==> config.mk <==
export PLATFORM = sky130hd
export DESIGN_NAME = block_fit_check
export DESIGN_NICKNAME = d
export VERILOG_FILES = /design/src/rtl/block_fit_check_pkg.sv /design/src/rtl/block_cells.sv /design/src/rtl/block_fit_check.sv
export SDC_FILE = /design/constraint.sdc
export NUM_CORES = 1
export LEC_CHECK = 0
export BUFFER_PORTS_ARGS = -buffer_cell sky130_fd_sc_hd__buf_2
export CORE_AREA = 2 2 106 108
export CTS_CLUSTER_SIZE = 16
export DETAILED_ROUTE_END_ITERATION = 6
export DIE_AREA = 0 0 108 110
export PLACE_DENSITY_LB_ADDON = 0.15
export SLEW_MARGIN = 25
export SYNTH_ARGS = -nofsm -noshare
export SYNTH_HDL_FRONTEND = slang
export SYNTH_SLANG_ARGS = --single-unit
==> constraint.sdc <==
create_clock -name clk -period 3.88 [get_ports clk]
set_clock_uncertainty 0.05 [all_clocks]
set_input_delay 0.776 -clock clk [delete_from_list [all_inputs] [get_ports clk]]
set_output_delay 0.776 -clock clk [all_outputs]
set_load 0.03 [all_outputs]
==> src/rtl/block_fit_check_pkg.sv <==
// Shared definitions for the tetromino fit checker: piece codes, FSM states,
// field widths, the invalid-position sentinel and the per-rotation shape table.
package block_fit_check_pkg;

  localparam int BITS_BLK = 3;
  localparam int BITS_ROT = 2;
  localparam int BITS_OFF = 2;
  localparam int BITS_DIM = 3;

  localparam logic [31:0] ERR_BLK_POS = 32'hFFFF_FFFF;

  typedef enum logic [2:0] {
    BLK_EMPTY = 3'd0,
    BLK_I     = 3'd1,
    BLK_O     = 3'd2,
    BLK_T     = 3'd3,
    BLK_S     = 3'd4,
    BLK_Z     = 3'd5,
    BLK_J     = 3'd6,
    BLK_L     = 3'd7
  } blk_e;

  typedef enum logic [2:0] {
    ST_IDLE = 3'd0,
    ST_CALC = 3'd1,
    ST_READ = 3'd2,
    ST_WAIT = 3'd3,
    ST_DONE = 3'd4
  } state_e;

  typedef struct packed {
    logic [3:0][BITS_OFF-1:0] dx;
    logic [3:0][BITS_OFF-1:0] dy;
    logic [BITS_DIM-1:0]      w;
    logic [BITS_DIM-1:0]      h;
  } shape_t;

  // Offset lists are written cell 1 first; cells are in row-major reading order.
  function automatic shape_t mk_shape(input logic [7:0] dxs, input logic [7:0] dys,
                                      input logic [2:0] w, input logic [2:0] h);
    shape_t s;
    s.dx[0] = dxs[7:6];
    s.dx[1] = dxs[5:4];
    s.dx[2] = dxs[3:2];
    s.dx[3] = dxs[1:0];
    s.dy[0] = dys[7:6];
    s.dy[1] = dys[5:4];
    s.dy[2] = dys[3:2];
    s.dy[3] = dys[1:0];
    s.w = w;
    s.h = h;
    return s;
  endfunction

  function automatic shape_t get_shape(input logic [2:0] blk, input logic [1:0] rot);
    logic [1:0] r;
    shape_t     s;
    case (blk)
      BLK_I, BLK_S, BLK_Z: r = {1'b0, rot[0]};
      BLK_O:               r = 2'd0;
      default:             r = rot;
    endcase
    s = '0;
    case ({blk, r})
      {BLK_I, 2'd0}: s = mk_shape({2'd0, 2'd0, 2'd0, 2'd0}, {2'd0, 2'd1, 2'd2, 2'd3}, 3'd1, 3'd4);
      {BLK_I, 2'd1}: s = mk_shape({2'd0, 2'd1, 2'd2, 2'd3}, {2'd0, 2'd0, 2'd0, 2'd0}, 3'd4, 3'd1);
      {BLK_O, 2'd0}: s = mk_shape({2'd0, 2'd1, 2'd0, 2'd1}, {2'd0, 2'd0, 2'd1, 2'd1}, 3'd2, 3'd2);
      {BLK_T, 2'd0}: s = mk_shape({2'd1, 2'd0, 2'd1, 2'd2}, {2'd0, 2'd1, 2'd1, 2'd1}, 3'd3, 3'd2);
      {BLK_T, 2'd1}: s = mk_shape({2'd0, 2'd0, 2'd1, 2'd0}, {2'd0, 2'd1, 2'd1, 2'd2}, 3'd2, 3'd3);
      {BLK_T, 2'd2}: s = mk_shape({2'd0, 2'd1, 2'd2, 2'd1}, {2'd0, 2'd0, 2'd0, 2'd1}, 3'd3, 3'd2);
      {BLK_T, 2'd3}: s = mk_shape({2'd1, 2'd0, 2'd1, 2'd1}, {2'd0, 2'd1, 2'd1, 2'd2}, 3'd2, 3'd3);
      {BLK_S, 2'd0}: s = mk_shape({2'd1, 2'd2, 2'd0, 2'd1}, {2'd0, 2'd0, 2'd1, 2'd1}, 3'd3, 3'd2);
      {BLK_S, 2'd1}: s = mk_shape({2'd0, 2'd0, 2'd1, 2'd1}, {2'd0, 2'd1, 2'd1, 2'd2}, 3'd2, 3'd3);
      {BLK_Z, 2'd0}: s = mk_shape({2'd0, 2'd1, 2'd1, 2'd2}, {2'd0, 2'd0, 2'd1, 2'd1}, 3'd3, 3'd2);
      {BLK_Z, 2'd1}: s = mk_shape({2'd1, 2'd0, 2'd1, 2'd0}, {2'd0, 2'd1, 2'd1, 2'd2}, 3'd2, 3'd3);
      {BLK_J, 2'd0}: s = mk_shape({2'd0, 2'd0, 2'd1, 2'd2}, {2'd0, 2'd1, 2'd1, 2'd1}, 3'd3, 3'd2);
      {BLK_J, 2'd1}: s = mk_shape({2'd0, 2'd1, 2'd0, 2'd0}, {2'd0, 2'd0, 2'd1, 2'd2}, 3'd2, 3'd3);
      {BLK_J, 2'd2}: s = mk_shape({2'd0, 2'd1, 2'd2, 2'd2}, {2'd0, 2'd0, 2'd0, 2'd1}, 3'd3, 3'd2);
      {BLK_J, 2'd3}: s = mk_shape({2'd1, 2'd1, 2'd0, 2'd1}, {2'd0, 2'd1, 2'd2, 2'd2}, 3'd2, 3'd3);
      {BLK_L, 2'd0}: s = mk_shape({2'd2, 2'd0, 2'd1, 2'd2}, {2'd0, 2'd1, 2'd1, 2'd1}, 3'd3, 3'd2);
      {BLK_L, 2'd1}: s = mk_shape({2'd0, 2'd0, 2'd0, 2'd1}, {2'd0, 2'd1, 2'd2, 2'd2}, 3'd2, 3'd3);
      {BLK_L, 2'd2}: s = mk_shape({2'd0, 2'd1, 2'd2, 2'd0}, {2'd0, 2'd0, 2'd0, 2'd1}, 3'd3, 3'd2);
      {BLK_L, 2'd3}: s = mk_shape({2'd0, 2'd1, 2'd1, 2'd1}, {2'd0, 2'd0, 2'd1, 2'd2}, 3'd2, 3'd3);
      default:       s = '0;
    endcase
    return s;
  endfunction

endpackage

==> src/rtl/block_cells.sv <==
// Combinational piece geometry: four board cell indices and the bounding box
// for a piece anchored at (x, y) with the given rotation.
module block_cells
  import block_fit_check_pkg::*;
#(
  parameter  int BOARD_W = 10,
  parameter  int BOARD_H = 20,
  localparam int X_W     = $clog2(BOARD_W),
  localparam int Y_W     = $clog2(BOARD_H),
  localparam int A_W     = $clog2(BOARD_W * BOARD_H)
) (
  input  logic [BITS_BLK-1:0] blk,
  input  logic [X_W-1:0]      x,
  input  logic [Y_W-1:0]      y,
  input  logic [BITS_ROT-1:0] rot,
  output logic [4*A_W-1:0]    cells,
  output logic [BITS_DIM-1:0] w,
  output logic [BITS_DIM-1:0] h
);

  shape_t shape;

  // Cell i lives at (y + dy_i) * BOARD_W + (x + dx_i); out-of-range results are discarded upstream.
  always_comb begin
    shape = get_shape(blk, rot);
    w     = shape.w;
    h     = shape.h;
    cells = '0;
    for (int i = 0; i < 4; i++) begin
      cells[i*A_W +: A_W] = A_W'((32'(y) + 32'(shape.dy[i])) * 32'(BOARD_W)
                                 + 32'(x) + 32'(shape.dx[i]));
    end
  end

endmodule

==> src/rtl/block_fit_check.sv <==
// Checks whether a tetromino fits on the board: bounds test, four sequential
// occupancy reads, hit accumulation and a held response handshake.
module block_fit_check
  import block_fit_check_pkg::*;
#(
  parameter  int BOARD_W = 10,
  parameter  int BOARD_H = 20,
  localparam int X_W     = $clog2(BOARD_W),
  localparam int Y_W     = $clog2(BOARD_H),
  localparam int A_W     = $clog2(BOARD_W * BOARD_H)
) (
  input  logic                clk,
  input  logic                rst,
  input  logic                req_valid,
  output logic                req_ready,
  input  logic [BITS_BLK-1:0] req_block,
  input  logic [X_W-1:0]      req_x,
  input  logic [Y_W-1:0]      req_y,
  input  logic [BITS_ROT-1:0] req_rot,
  output logic                rd_en,
  output logic [A_W-1:0]      rd_addr,
  input  logic                rd_data,
  output logic                resp_valid,
  input  logic                resp_ready,
  output logic                resp_fit,
  output logic                resp_oob,
  output logic                resp_hit,
  output logic [4*A_W-1:0]    resp_cells,
  output logic [BITS_DIM-1:0] resp_w,
  output logic [BITS_DIM-1:0] resp_h
);

  localparam logic [X_W:0]       W_LIM     = (X_W + 1)'(BOARD_W);
  localparam logic [Y_W:0]       H_LIM     = (Y_W + 1)'(BOARD_H);
  localparam logic [4*A_W-1:0]   CELLS_ERR = {4{ERR_BLK_POS[A_W-1:0]}};

  state_e              state;
  logic [BITS_BLK-1:0] blk_q;
  logic [X_W-1:0]      x_q;
  logic [Y_W-1:0]      y_q;
  logic [BITS_ROT-1:0] rot_q;
  logic [1:0]          rd_cnt;
  logic                hit_acc;

  logic [4*A_W-1:0]    geo_cells;
  logic [BITS_DIM-1:0] geo_w;
  logic [BITS_DIM-1:0] geo_h;
  logic                is_empty;
  logic                oob;
  logic                hit_now;
  logic [A_W-1:0]      next_addr;

  block_cells #(
    .BOARD_W (BOARD_W),
    .BOARD_H (BOARD_H)
  ) u_cells (
    .blk   (blk_q),
    .x     (x_q),
    .y     (y_q),
    .rot   (rot_q),
    .cells (geo_cells),
    .w     (geo_w),
    .h     (geo_h)
  );

  // Sums are one bit wider than the anchor so a large anchor cannot wrap back in bounds.
  assign is_empty = (blk_q == BLK_EMPTY);
  assign oob      = (((X_W + 1)'(x_q) + (X_W + 1)'(geo_w)) > W_LIM) ||
                    (((Y_W + 1)'(y_q) + (Y_W + 1)'(geo_h)) > H_LIM);
  assign hit_now  = hit_acc | rd_data;

  // Address for the read following the one currently on rd_addr.
  always_comb begin
    next_addr = resp_cells[0 +: A_W];
    case (rd_cnt)
      2'd0:    next_addr = resp_cells[1*A_W +: A_W];
      2'd1:    next_addr = resp_cells[2*A_W +: A_W];
      2'd2:    next_addr = resp_cells[3*A_W +: A_W];
      default: next_addr = resp_cells[0 +: A_W];
    endcase
  end

  // Control FSM with the read sequencer and hit accumulator; all outputs registered.
  always_ff @(posedge clk) begin
    if (rst) begin
      state      <= ST_IDLE;
      req_ready  <= 1'b1;
      blk_q      <= '0;
      x_q        <= '0;
      y_q        <= '0;
      rot_q      <= '0;
      rd_cnt     <= 2'd0;
      hit_acc    <= 1'b0;
      rd_en      <= 1'b0;
      rd_addr    <= '0;
      resp_valid <= 1'b0;
      resp_fit   <= 1'b0;
      resp_oob   <= 1'b0;
      resp_hit   <= 1'b0;
      resp_cells <= '0;
      resp_w     <= '0;
      resp_h     <= '0;
    end else begin
      case (state)
        ST_IDLE: begin
          if (req_valid && req_ready) begin
            blk_q     <= req_block;
            x_q       <= req_x;
            y_q       <= req_y;
            rot_q     <= req_rot;
            req_ready <= 1'b0;
            state     <= ST_CALC;
          end
        end
        ST_CALC: begin
          resp_w  <= geo_w;
          resp_h  <= geo_h;
          rd_cnt  <= 2'd0;
          hit_acc <= 1'b0;
          if (is_empty || oob) begin
            resp_cells <= CELLS_ERR;
            resp_oob   <= !is_empty;
            resp_fit   <= is_empty;
            resp_hit   <= 1'b0;
            resp_valid <= 1'b1;
            state      <= ST_DONE;
          end else begin
            resp_cells <= geo_cells;
            rd_en      <= 1'b1;
            rd_addr    <= geo_cells[0 +: A_W];
            state      <= ST_READ;
          end
        end
        ST_READ: begin
          // rd_data answers the previous strobe, so the first READ cycle has nothing to sample.
          if (rd_cnt != 2'd0) begin
            hit_acc <= hit_now;
          end
          if (rd_cnt == 2'd3) begin
            rd_en <= 1'b0;
            state <= ST_WAIT;
          end else begin
            rd_addr <= next_addr;
          end
          rd_cnt <= rd_cnt + 2'd1;
        end
        ST_WAIT: begin
          resp_hit   <= hit_now;
          resp_fit   <= !hit_now;
          resp_oob   <= 1'b0;
          resp_valid <= 1'b1;
          state      <= ST_DONE;
        end
        ST_DONE: begin
          if (resp_ready) begin
            resp_valid <= 1'b0;
            req_ready  <= 1'b1;
            state      <= ST_IDLE;
          end
        end
        default: begin
          state      <= ST_IDLE;
          req_ready  <= 1'b1;
          rd_en      <= 1'b0;
          resp_valid <= 1'b0;
        end
      endcase
    end
  end

endmodule

==> metrics.csv, run 1 <==
metric;value;unit
run_status;finished, violations left;
failed_checks;DRC, setup timing;
max_slew.worst_pin.slew;1.00;ns
dieHeight;110;µm
critPathMaxFanout;5;
synthDominantAreaCellType;dfxtp_1;
power.leakage;3.46;nW
hold-worst-slack;0.397;ns
grt_antenna_before_repair;0;
buffer_depth_of_the_longest_clock_path;2;
synth.area.top_cells;dfxtp_1 (26%), ha_1 (16%), fa_1 (5.8%), xnor2_1 (5.2%), nor2_1 (5.2%);
largest_net_degree_at_the_start_of_global_routing;38;
fmaxAchievable;0.242;GHz
mappedNetlistNets;770;
timing.critical_path.arrival;4.31;ns
grt_pass1_vias;5152;
timing.max_cap.violations;0;
cts_tree;built;
critical-path-max-stage-delay;0.56;ns
power_frac_clock;22.5;%
initial_utilization;51.6;%
cts-buffers-inserted;9;
detail-route-antenna-nets;0;
syn_area_per_cell;8.32;µm²
fillerInstances;800;
final_critical_delay_including_setup_and_external_delays;4.14;ns
clock_tree.root_cell;clkbuf_8;
path_delay_family;adder cells;
total_switching_power;0.000997;W
clock_slew_at_the_register_clock_pins_of_the_worst_setup_and_hold_paths;0.07;ns
ioPinCount;71;
num-nets-final;914;
post_synth_edffs;0;
floorplan.die_area;11900;µm²
avgRoutedWirePerCell;18.0;µm
drt_pre_antenna_iters;7;
groute.usage.overall;27.4;%
cp.required;4.05;ns
route.final.wire_length;17100;µm
postCtsHoldBufs;0;
finalCritPeriodShare;107;%
drive_above_1_share;39.9;%
synth_most_common_cell;nor2_1;
coreArea;10700;µm²
clk-insertion-delay-late;0.35;ns
synth-async-reset-ratio;0;%
yosysWarnings;0;
place.port_buffers;70;
overflow;0;
layout_area_growth_over_synthesis;37.2;%
postSynthRegisterBits;71;
place_congestion;0.865;
synth.yosys.seq_area_share;25.8;%
timing.final.setup_violations;10;
synth.top_cell.area_share;25.8;%
synth_flop_cell;dfxtp_1;
timing.critical_path.cells;or2_4 > buf_6 > o21ai_4 > ha_4 > nor2_2 > o32ai_2 > ha_2 > inv_2 > fa_2 > nor2_4 > xnor2_2 > ha_4 > fa_2 > inv_2 > a211oi_2 > xnor2_1 > xnor2_1 > a211oi_1;
report.final.slew_viol_count;0;
drt-initial-drc-count;490;
path_buf_inv;3;
yosys.cell_types.count;53;
critPathCaptureType;flip-flop;
intPower;0.00166;W
rsz0062_at_grt;yes;
final.setup.worst_slack;-0.260;ns
vias_per_cell;5.67;
synthesis.instances;663;
post-route-drc-count;12;
grt_first_pass_wirelength;25400;µm
timing.max_slew.rel_slack;33.0;%
post_synth_instance_area;5520;µm²
hpwlAfterDp;11500;µm
finalHoldViolCount;0;
htree_num_levels;3;
startpoint_type;flip-flop;
setup-tns-final;-1.47;ns
power.density;352;nW/µm²
route.vias.total;5379;
sequentialPowerShare;32.3;%
floorplan.die.width;108;µm
min_path_type;flip-flop to flip-flop;
ir_worst_vdd;0.257;mV
rows;38;
count_of_inserted_antenna_diode_cells;0;
power.combinational.fraction;45.2;%
timing.critical_path.slowest_stage_cell;fa_2;
cts.sinks;71;
critical_path_class;flip-flop to flip-flop;
ys_top_cells_by_count;nor2_1 (76), ha_1 (72), dfxtp_1 (71), nand2_1 (71), inv_1 (52);
sw_frac_of_total;37.5;%
-- final timing paths --
kind,from,endpoint,slack (ns),depth (start not counted)
max,blk_q[0],resp_cells[31],-0.26,18
min,resp_oob,resp_oob,0.40,2
max reg2reg,blk_q[0],resp_cells[31],-0.26,18
min reg2reg,resp_oob,resp_oob,0.40,2
-- tightest hold or removal path, stage by stage (launching register included) --
cell and delay, ns:
dfxtp_1 0.31, inv_1 0.05, a21oi_1 0.05
-- timing repair --
item	in CTS	in global routing
endpoints found under the hold margin	0	0
setup buffers	14	12
gates cloned	0	4
gates resized for setup	73	52
pin swaps	56	55
setup endpoints to repair	28	36
-- logic make-up (layout without fill, tap and decap cells) --
family | count (synthesis) | after routing | share of synthesized area [%]
AOI/OAI and AO/OA | 163 | 163 | 20.9
xor gates and xnor gates | 43 | 43 | 6.83
adders and majority gates | 88 | 88 | 22.1
buffers and inverters | 91 | 234 | 7.01
DFF | 71 | 71 | 25.8
muxes | 2 | 2 | 0.363
and+or+nand+nor | 205 | 208 | 17.0
-- cells in the final DEF (no fill, tap or decap), types with 3 or more instances in the layout --
master    synthesis  final
o21ai_2           0      4
inv_1            52     41
a211oi_1         20     17
a21oi_1          50     42
o22ai_2          17     17
nor2_4            0      7
ha_1             72     50
a222oi_1          8      8
nand2b_1          7      5
o21ai_1           0      5
fa_1             16      8
nor2_2            0      4
nor2_1           76     65
xnor2_1          33     15
ha_2              0      5
fa_2              0      8
nand2_1          71     69
o22ai_1           7      5
a31oi_1           4      4
clkbuf_8          0     11
buf_4             2     88
nor4_1            4      3
ha_4              0     17
a21o_1           14     14
buf_6             1     11
o21ai_0          21     10
a21oi_2           1      7
nand3_1           9      7
or4_4             2      5
xor2_2            0      3
dfxtp_1          71     68
nor3_1           12     12
xor2_1           10      6
nor2b_4           0      3
xnor2_2           0     17
buf_2             6     70
o21bai_1          3      3
nor2b_1          11      6
nand3b_1          3      3
inv_2             0     11
-- flip-flops by register name (all words and copies together) (netlist names) --
name / cells
resp_cells: 32
hit_acc: 1
resp_h: 2
blk_q: 3
resp_fit: 1
rd_addr: 8
resp_valid: 1
rd_en: 1
resp_hit: 1
req_ready: 1
x_q: 4
rot_q: 2
rd_cnt: 2
resp_oob: 1
y_q: 5
state: 3
resp_w: 3
-- metrics by stage --
step / setup slack, ns / cell area (µm²) / utilization, % / total power, W / cells
floorplan: 0.00117 / 5670 / - / 0.00150 / 663
global placement: -0.245 / 6570 / 61.4 / 0.00182 / 907
detailed placement: -0.306 / 6570 / 61.4 / 0.00184 / 907
CTS: -0.151 / 7240 / 67.6 / 0.00254 / 934
global route: -0.388 / 7570 / 70.8 / 0.00280 / 949
finish: -0.260 / 7570 / 70.8 / 0.00266 / 949
-- power by group through the flow --
stage          logic [W]  clock network, W  registers (W)
3_3_place_gp    0.000951                 0       0.000869
3_5_place_dp    0.000964                 0       0.000872
5_1_grt          0.00130          0.000635       0.000868
2_1_floorplan   0.000569                 0       0.000935
4_1_cts          0.00108          0.000600       0.000859
6_report         0.00120          0.000598       0.000859
-- per-layer routing --
metal / up-vias / part of all wire [%] / GRT usage [%]
li1: 2588 / - / -
met1: 2565 / 42 / 33.9
met2: 190 / 50 / 48.2
met3: 36 / 5.1 / 4.17
met4: 0 / 3.4 / 10.7
met5: - / 0 / 0
-- area by class of cell --
class	instances	area [µm²]	share of cell area, %
multi-input cells	504	4450	58.8
flip-flops and latches	71	1430	18.9
repair buffers	169	1130	15.0
inverters	52	195	2.58
well taps	140	175	2.31
clock buffers	12	155	2.05
clock inverters	1	30.0	0.397
No activity file was read; power rests on OpenSTA's default activity.
==> run 2, diff against run 1 <==
--- a/config.mk
+++ b/config.mk
@@ -6,12 +6,13 @@
 export NUM_CORES = 1
 export LEC_CHECK = 0
 export BUFFER_PORTS_ARGS = -buffer_cell sky130_fd_sc_hd__buf_2
-export CORE_AREA = 2 2 106 108
+export CORE_AREA = 2 2 107 109
 export CTS_CLUSTER_SIZE = 16
 export DETAILED_ROUTE_END_ITERATION = 6
-export DIE_AREA = 0 0 108 110
+export DIE_AREA = 0 0 109 111
 export PLACE_DENSITY_LB_ADDON = 0.15
 export SLEW_MARGIN = 25
 export SYNTH_ARGS = -nofsm -noshare
 export SYNTH_HDL_FRONTEND = slang
+export SYNTH_HIERARCHICAL = 1
 export SYNTH_SLANG_ARGS = --single-unit
==> metrics.csv, run 2 <==
metric;value;unit
avgRoutedWirePerCell;16.6;µm
rsz0062_at_grt;yes;
fmaxAchievable;0.242;GHz
clock_tree.root_cell;clkbuf_16;
critical_path_depth;20;
drt_pre_antenna_iters;5;
global_routing_usage_on_met3;3.76;%
synth.area.top_cells;dfxtp_1 (25%), ha_1 (16%), nor2_1 (5.8%), a211oi_1 (5.7%), fa_1 (5.5%);
postSynthRegisterBits;72;
clock_slew_at_the_register_clock_pins_of_the_worst_setup_and_hold_paths;0.06;ns
post_synth_instance_area;5830;µm²
timing.max_slew.rel_slack;36.9;%
power.leakage;3.38;nW
max_flop_register;resp_cells;
critical-path-max-stage-delay;0.46;ns
run_status;finished, violations left;
rows;39;
mostFrequentLayoutCells;nor2_1 (88), nand2_1 (71), buf_2 (70), dfxtp_1 (69), buf_4 (62);
finalCritPeriodShare;107;%
num-nets-final;913;
critical_path_class;flip-flop to flip-flop;
initial_utilization;52.6;%
met1_layer_usage_reported_by_global_route;33.8;%
gr-usage-met2;41.8;%
cts_tree;built;
route.vias.total;5367;
final_critical_delay_including_setup_and_external_delays;4.14;ns
power_frac_clock;30.5;%
post_synth_edffs;0;
hold-worst-slack;0.405;ns
grt_antenna_before_repair;0;
sw_frac_of_total;35.2;%
layout_area_growth_over_synthesis;28.5;%
min_path_type;flip-flop to flip-flop;
buffer_depth_of_the_longest_clock_path;2;
number_of_flip_flops_under_the_largest_register_name;32;
failed_checks;setup timing;
ys_top_cells_by_count;nor2_1 (90), ha_1 (74), nand2_1 (74);
drt-initial-drc-count;367;
total_switching_power;0.00101;W
power.density;382;nW/µm²
route.final.wire_length;15700;µm
path_buf_inv;2;
power.combinational.fraction;39.0;%
synthDominantAreaCellType;dfxtp_1;
final.setup.worst_slack;-0.255;ns
sequentialPowerShare;30.5;%
mappedNetlistNets;805;
overflow;0;
floorplan.die.width;109;µm
critPathMaxFanout;3;
intPower;0.00185;W
whs_path_depth;2;
count_of_inserted_antenna_diode_cells;0;
max_slew.worst_pin.slew;0.944;ns
synth_most_common_cell;nor2_1;
report.final.slew_viol_count;0;
yosys.cell_types.count;63;
timing.critical_path.arrival;4.34;ns
dieHeight;111;µm
path_delay_family;adder cells;
synth.yosys.seq_area_share;24.7;%
cts.sinks;72;
groute.usage.overall;25.5;%
htree_num_levels;3;
top_usage_layer;met2;
critPathCaptureType;flip-flop;
place_congestion;0.858;
coreArea;11100;µm²
layout_commonest_cell;nor2_1;
vias_per_cell;5.64;
timing.final.setup_violations;6;
grt_first_pass_wirelength;24500;µm
ir_worst_vdd;0.230;mV
fin_total_pwr;0.00286;W
fillerInstances;847;
synth-async-reset-ratio;0;%
r2r.worst_path.cells;20;
synth_flop_cell;dfxtp_1;
largest_net_degree_at_the_start_of_global_routing;42;
timing.max_cap.violations;0;
cp.required;4.08;ns
floorplan.die_area;12100;µm²
detail-route-antenna-nets;0;
post-route-drc-count;0;
synthesis.instances;696;
hpwlAfterDp;11200;µm
registers_with_the_most_flip_flops;resp_cells: 32 flops, rd_addr: 8 flops, y_q: 5 flops;
syn_area_per_cell;8.37;µm²
timing.critical_path.slowest_stage_cell;fa_2;
ioPinCount;71;
synth.top_cell.area_share;24.7;%
drive_above_1_share;31.3;%
startpoint_type;flip-flop;
yosysWarnings;6;
fin_util;67.6;%
clk-insertion-delay-late;0.34;ns
finalHoldViolCount;0;
grt_pass1_vias;5121;
timing.critical_path.cells;nor2_4 > xnor2_1 > nand2b_4 > ha_4 > mux2i_1 > nor2_1 > nor2_1 > ha_2 > inv_2 > fa_2 > nand3b_1 > xnor2_2 > ha_1 > inv_1 > fa_2 > a2111oi_4 > xnor2_1 > xnor2_1 > nor2_1 > a211oi_1;
cts-buffers-inserted;9;
place.port_buffers;70;
## run 2: cell count changes after synthesis, sizes merged, moves of 6 or more
cell    change
a211oi     +25
o22ai      -20
nor2       +17
a221o       +8
nor3        -8
o21a        +8
and2        +7
o21ai       -7
buf         +6
nand2b      +6
xnor2       +6
## run 2: logic make-up after synthesis
| logic type | share of synthesized area [%] |
|---|---|
| and+or+nand+nor | 16.6 |
| muxes | 0.687 |
| DFF | 24.7 |
| buffers and inverters | 6.44 |
| xor gates and xnor gates | 7.00 |
| AOI/OAI and AO/OA | 23.1 |
| adders and majority gates | 21.4 |
## run 2: path summary, 6_finish.rpt
kind | from | endpoint | slack (ns)
setup / recovery | blk_q[0] | resp_cells[23] | -0.26
hold / removal | resp_w[2] | resp_w[2] | 0.40
setup reg to reg | blk_q[0] | resp_cells[23] | -0.26
hold reg to reg | resp_w[2] | resp_w[2] | 0.40
## run 2: area by class of cell
cell class / count / area [µm²] / area share (%)
multi-input cells: 533 / 4460 / 59.6
flip-flops and latches: 72 / 1450 / 19.3
repair buffers: 140 / 915 / 12.2
clock buffers: 11 / 233 / 3.11
inverters: 48 / 180 / 2.41
well taps: 143 / 179 / 2.39
clock inverters: 4 / 70.1 / 0.936
## run 2: layer usage
metal | share of wire, % | wire (µm) | vias to the layer above
met4 | 2.1 | 338 | 0
li1 | - | - | 2649
met1 | 45 | 7020 | 2545
met5 | 0 | 0 | -
met2 | 49 | 7660 | 145
met3 | 4.6 | 721 | 28
## run 2: repair_timing
action                     4_1_cts  5_1_grt
pin swaps                       26       39
resized for setup               18       47
hold buffers                     0        0
setup buffers                   11       10
setup endpoints to repair       11       15
## run 2: worst reg2reg max path, delay by kind of cell (launching register included)
kind	cells	cell delay, ns
xor+xnor	4	0.62
mux	1	0.13
buf+inv	2	0.12
simple gates	6	0.70
flops	1	0.33
fa+ha+maj	5	1.57
compound gates	2	0.51
## run 2: power groups by stage
stage	sequential, W	combinational (W)	clock, W
6_report	0.000871	0.00111	0.000872
2_1_floorplan	0.000950	0.000578	0
4_1_cts	0.000866	0.000990	0.000882
3_5_place_dp	0.000882	0.000941	0
5_1_grt	0.000877	0.00121	0.000911
3_3_place_gp	0.000878	0.000926	0
## run 2: metrics by stage
| stage | cell area [µm²] | TNS [ns] | cells | setup slack [ns] |
|---|---|---|---|---|
| global route | 7490 | -3.30 | 951 | -0.559 |
| floorplan | 5950 | -0.562 | 696 | -0.226 |
| global placement | 6680 | -0.456 | 918 | -0.153 |
| detailed placement | 6680 | -1.06 | 918 | -0.297 |
| finish | 7490 | -0.984 | 951 | -0.255 |
| CTS | 7130 | -1.12 | 944 | -0.272 |
==> run 3, diff against run 2 <==
--- a/config.mk
+++ b/config.mk
@@ -11,6 +11,7 @@
 export DETAILED_ROUTE_END_ITERATION = 6
 export DIE_AREA = 0 0 109 111
 export PLACE_DENSITY_LB_ADDON = 0.15
+export SETUP_SLACK_MARGIN = 0.1
 export SLEW_MARGIN = 25
 export SYNTH_ARGS = -nofsm -noshare
 export SYNTH_HDL_FRONTEND = slang
==> metrics.csv, run 3 (synthesis gave the netlist of run 2 again) <==
metric;value;unit
global_routing_usage_on_met3;4.29;%
gr-usage-met2;42.7;%
buffer_depth_of_the_longest_clock_path;2;
path_delay_family;adder cells;
power_frac_clock;27.9;%
timing.critical_path.slowest_stage_cell;fa_2;
path_buf_inv;2;
mostFrequentLayoutCells;nor2_1 (88), nand2_1 (70), buf_2 (70), dfxtp_1 (69), buf_4 (62);
drt_pre_antenna_iters;6;
num-nets-final;910;
report.final.slew_viol_count;0;
max_slew.worst_pin.slew;0.956;ns
timing.critical_path.arrival;4.33;ns
place.port_buffers;70;
post-route-drc-count;0;
pre_cts_ws;-0.328;ns
ioPinCount;71;
sw_frac_of_total;36.2;%
clk-insertion-delay-late;0.33;ns
floorplan.die.width;109;µm
avgRoutedWirePerCell;16.2;µm
fmaxAchievable;0.242;GHz
registers_with_the_most_flip_flops;resp_cells: 32 flops, rd_addr: 8 flops, y_q: 5 flops;
grt_antenna_before_repair;0;
floorplan.die_area;12100;µm²
run_status;finished, violations left;
dieHeight;111;µm
timing.max_cap.violations;0;
rsz0062_at_grt;yes;
overflow;0;
finalHoldViolCount;0;
min_path_type;flip-flop to flip-flop;
power.density;366;nW/µm²
largest_net_degree_at_the_start_of_global_routing;47;
startpoint_type;flip-flop;
finalCritPeriodShare;107;%
postCtsHoldBufs;0;
max_flop_register;resp_cells;
final_critical_delay_including_setup_and_external_delays;4.14;ns
ir_worst_vdd;0.260;mV
vias_per_cell;5.58;
route.vias.total;5300;
cts_tree;built;
clock_slew_at_the_register_clock_pins_of_the_worst_setup_and_hold_paths;0.06;ns
place_congestion;0.911;
critPathCaptureType;flip-flop;
setup-tns-final;-1.26;ns
power.combinational.fraction;39.8;%
total_switching_power;0.000972;W
rows;39;
cts-buffers-inserted;9;
cts.sinks;72;
hold-worst-slack;0.404;ns
detail-route-antenna-nets;0;
timing.final.setup_violations;9;
power.leakage;3.34;nW
hpwlAfterDp;11500;µm
critical_path_class;flip-flop to flip-flop;
layout_commonest_cell;nor2_1;
clock_tree.root_cell;clkbuf_16;
sequentialPowerShare;32.3;%
failed_checks;setup timing;
coreArea;11100;µm²
timing.max_slew.rel_slack;36.2;%
route.final.wire_length;15400;µm
critical-path-max-stage-delay;0.47;ns
groute.usage.overall;25.7;%
htree_num_levels;3;
drt-initial-drc-count;327;
grt_pass1_vias;5053;
timing.critical_path.cells;nor2_4 > xnor2_1 > nand2b_4 > ha_4 > mux2i_1 > nor2_1 > nor2_1 > ha_2 > inv_2 > fa_2 > nand3b_1 > xnor2_2 > ha_1 > inv_2 > fa_2 > a2111oi_4 > xnor2_1 > xnor2_1 > nor2_1 > a211oi_1;
final.setup.worst_slack;-0.257;ns
top_usage_layer;met2;
intPower;0.00171;W
cp.required;4.07;ns
initial_utilization;52.6;%
met1_layer_usage_reported_by_global_route;34.1;%
grt_first_pass_wirelength;24800;µm
critPathMaxFanout;3;
layout_area_growth_over_synthesis;25.8;%
drive_above_1_share;30.4;%
count_of_inserted_antenna_diode_cells;0;
number_of_flip_flops_under_the_largest_register_name;32;
## run 3: timing repair
action	in CTS	in global routing
buffers inserted	10	3
cloned	0	0
setup endpoints to repair	14	33
pin swaps	37	8
gates resized for setup	30	13
## run 3: tightest hold or removal path: cells and delay by family, from the launching register on
kind               cells  cell delay (ns)
DFF                    1             0.31
and+or+nand+nor        1             0.05
AOI/OAI and AO/OA      1             0.05
## run 3: area by class of cell
type / count / area, µm²
clock inverter: 3 / 17.5
tap: 143 / 179
clock buffer: 13 / 250
fill: 891 / 3750
sequential: 72 / 1450
inverter: 48 / 180
timing repair buffer: 137 / 881
multi-input combinational: 533 / 4380
## run 3: power groups by stage
stage | clock (W) | sequential (W) | combinational (W)
final | 0.000750 | 0.000868 | 0.00107
after global routing | 0.000795 | 0.000877 | 0.00117
after CTS | 0.000758 | 0.000866 | 0.00103
after detailed placement | 0 | 0.000881 | 0.000966
after global placement | 0 | 0.000877 | 0.000945
after floorplan | 0 | 0.000950 | 0.000588
## run 3: routing by layer
metal,part of all wire (%),up-vias
met5,0,-
li1,-,2640
met3,4.4,14
met2,49,130
met4,1.8,0
met1,45,2516
## run 3: stage by stage
stage	utilization [%]	cell area (µm²)	std cells	power, W
3_3_place_gp	60.8	6730	921	0.00182
6_report	66.2	7330	949	0.00269
4_1_cts	65.2	7220	946	0.00266
3_5_place_dp	60.8	6730	921	0.00185
2_1_floorplan	-	5980	696	0.00154
5_1_grt	66.2	7330	949	0.00284
## run 3: final timing paths
check,from,endpoint,slack (ns),cells after the start
setup / recovery,blk_q[0],resp_cells[23],-0.26,20
hold / removal,resp_h[2],resp_h[2],0.40,2
setup reg to reg,blk_q[0],resp_cells[23],-0.26,20
hold reg to reg,resp_h[2],resp_h[2],0.40,2
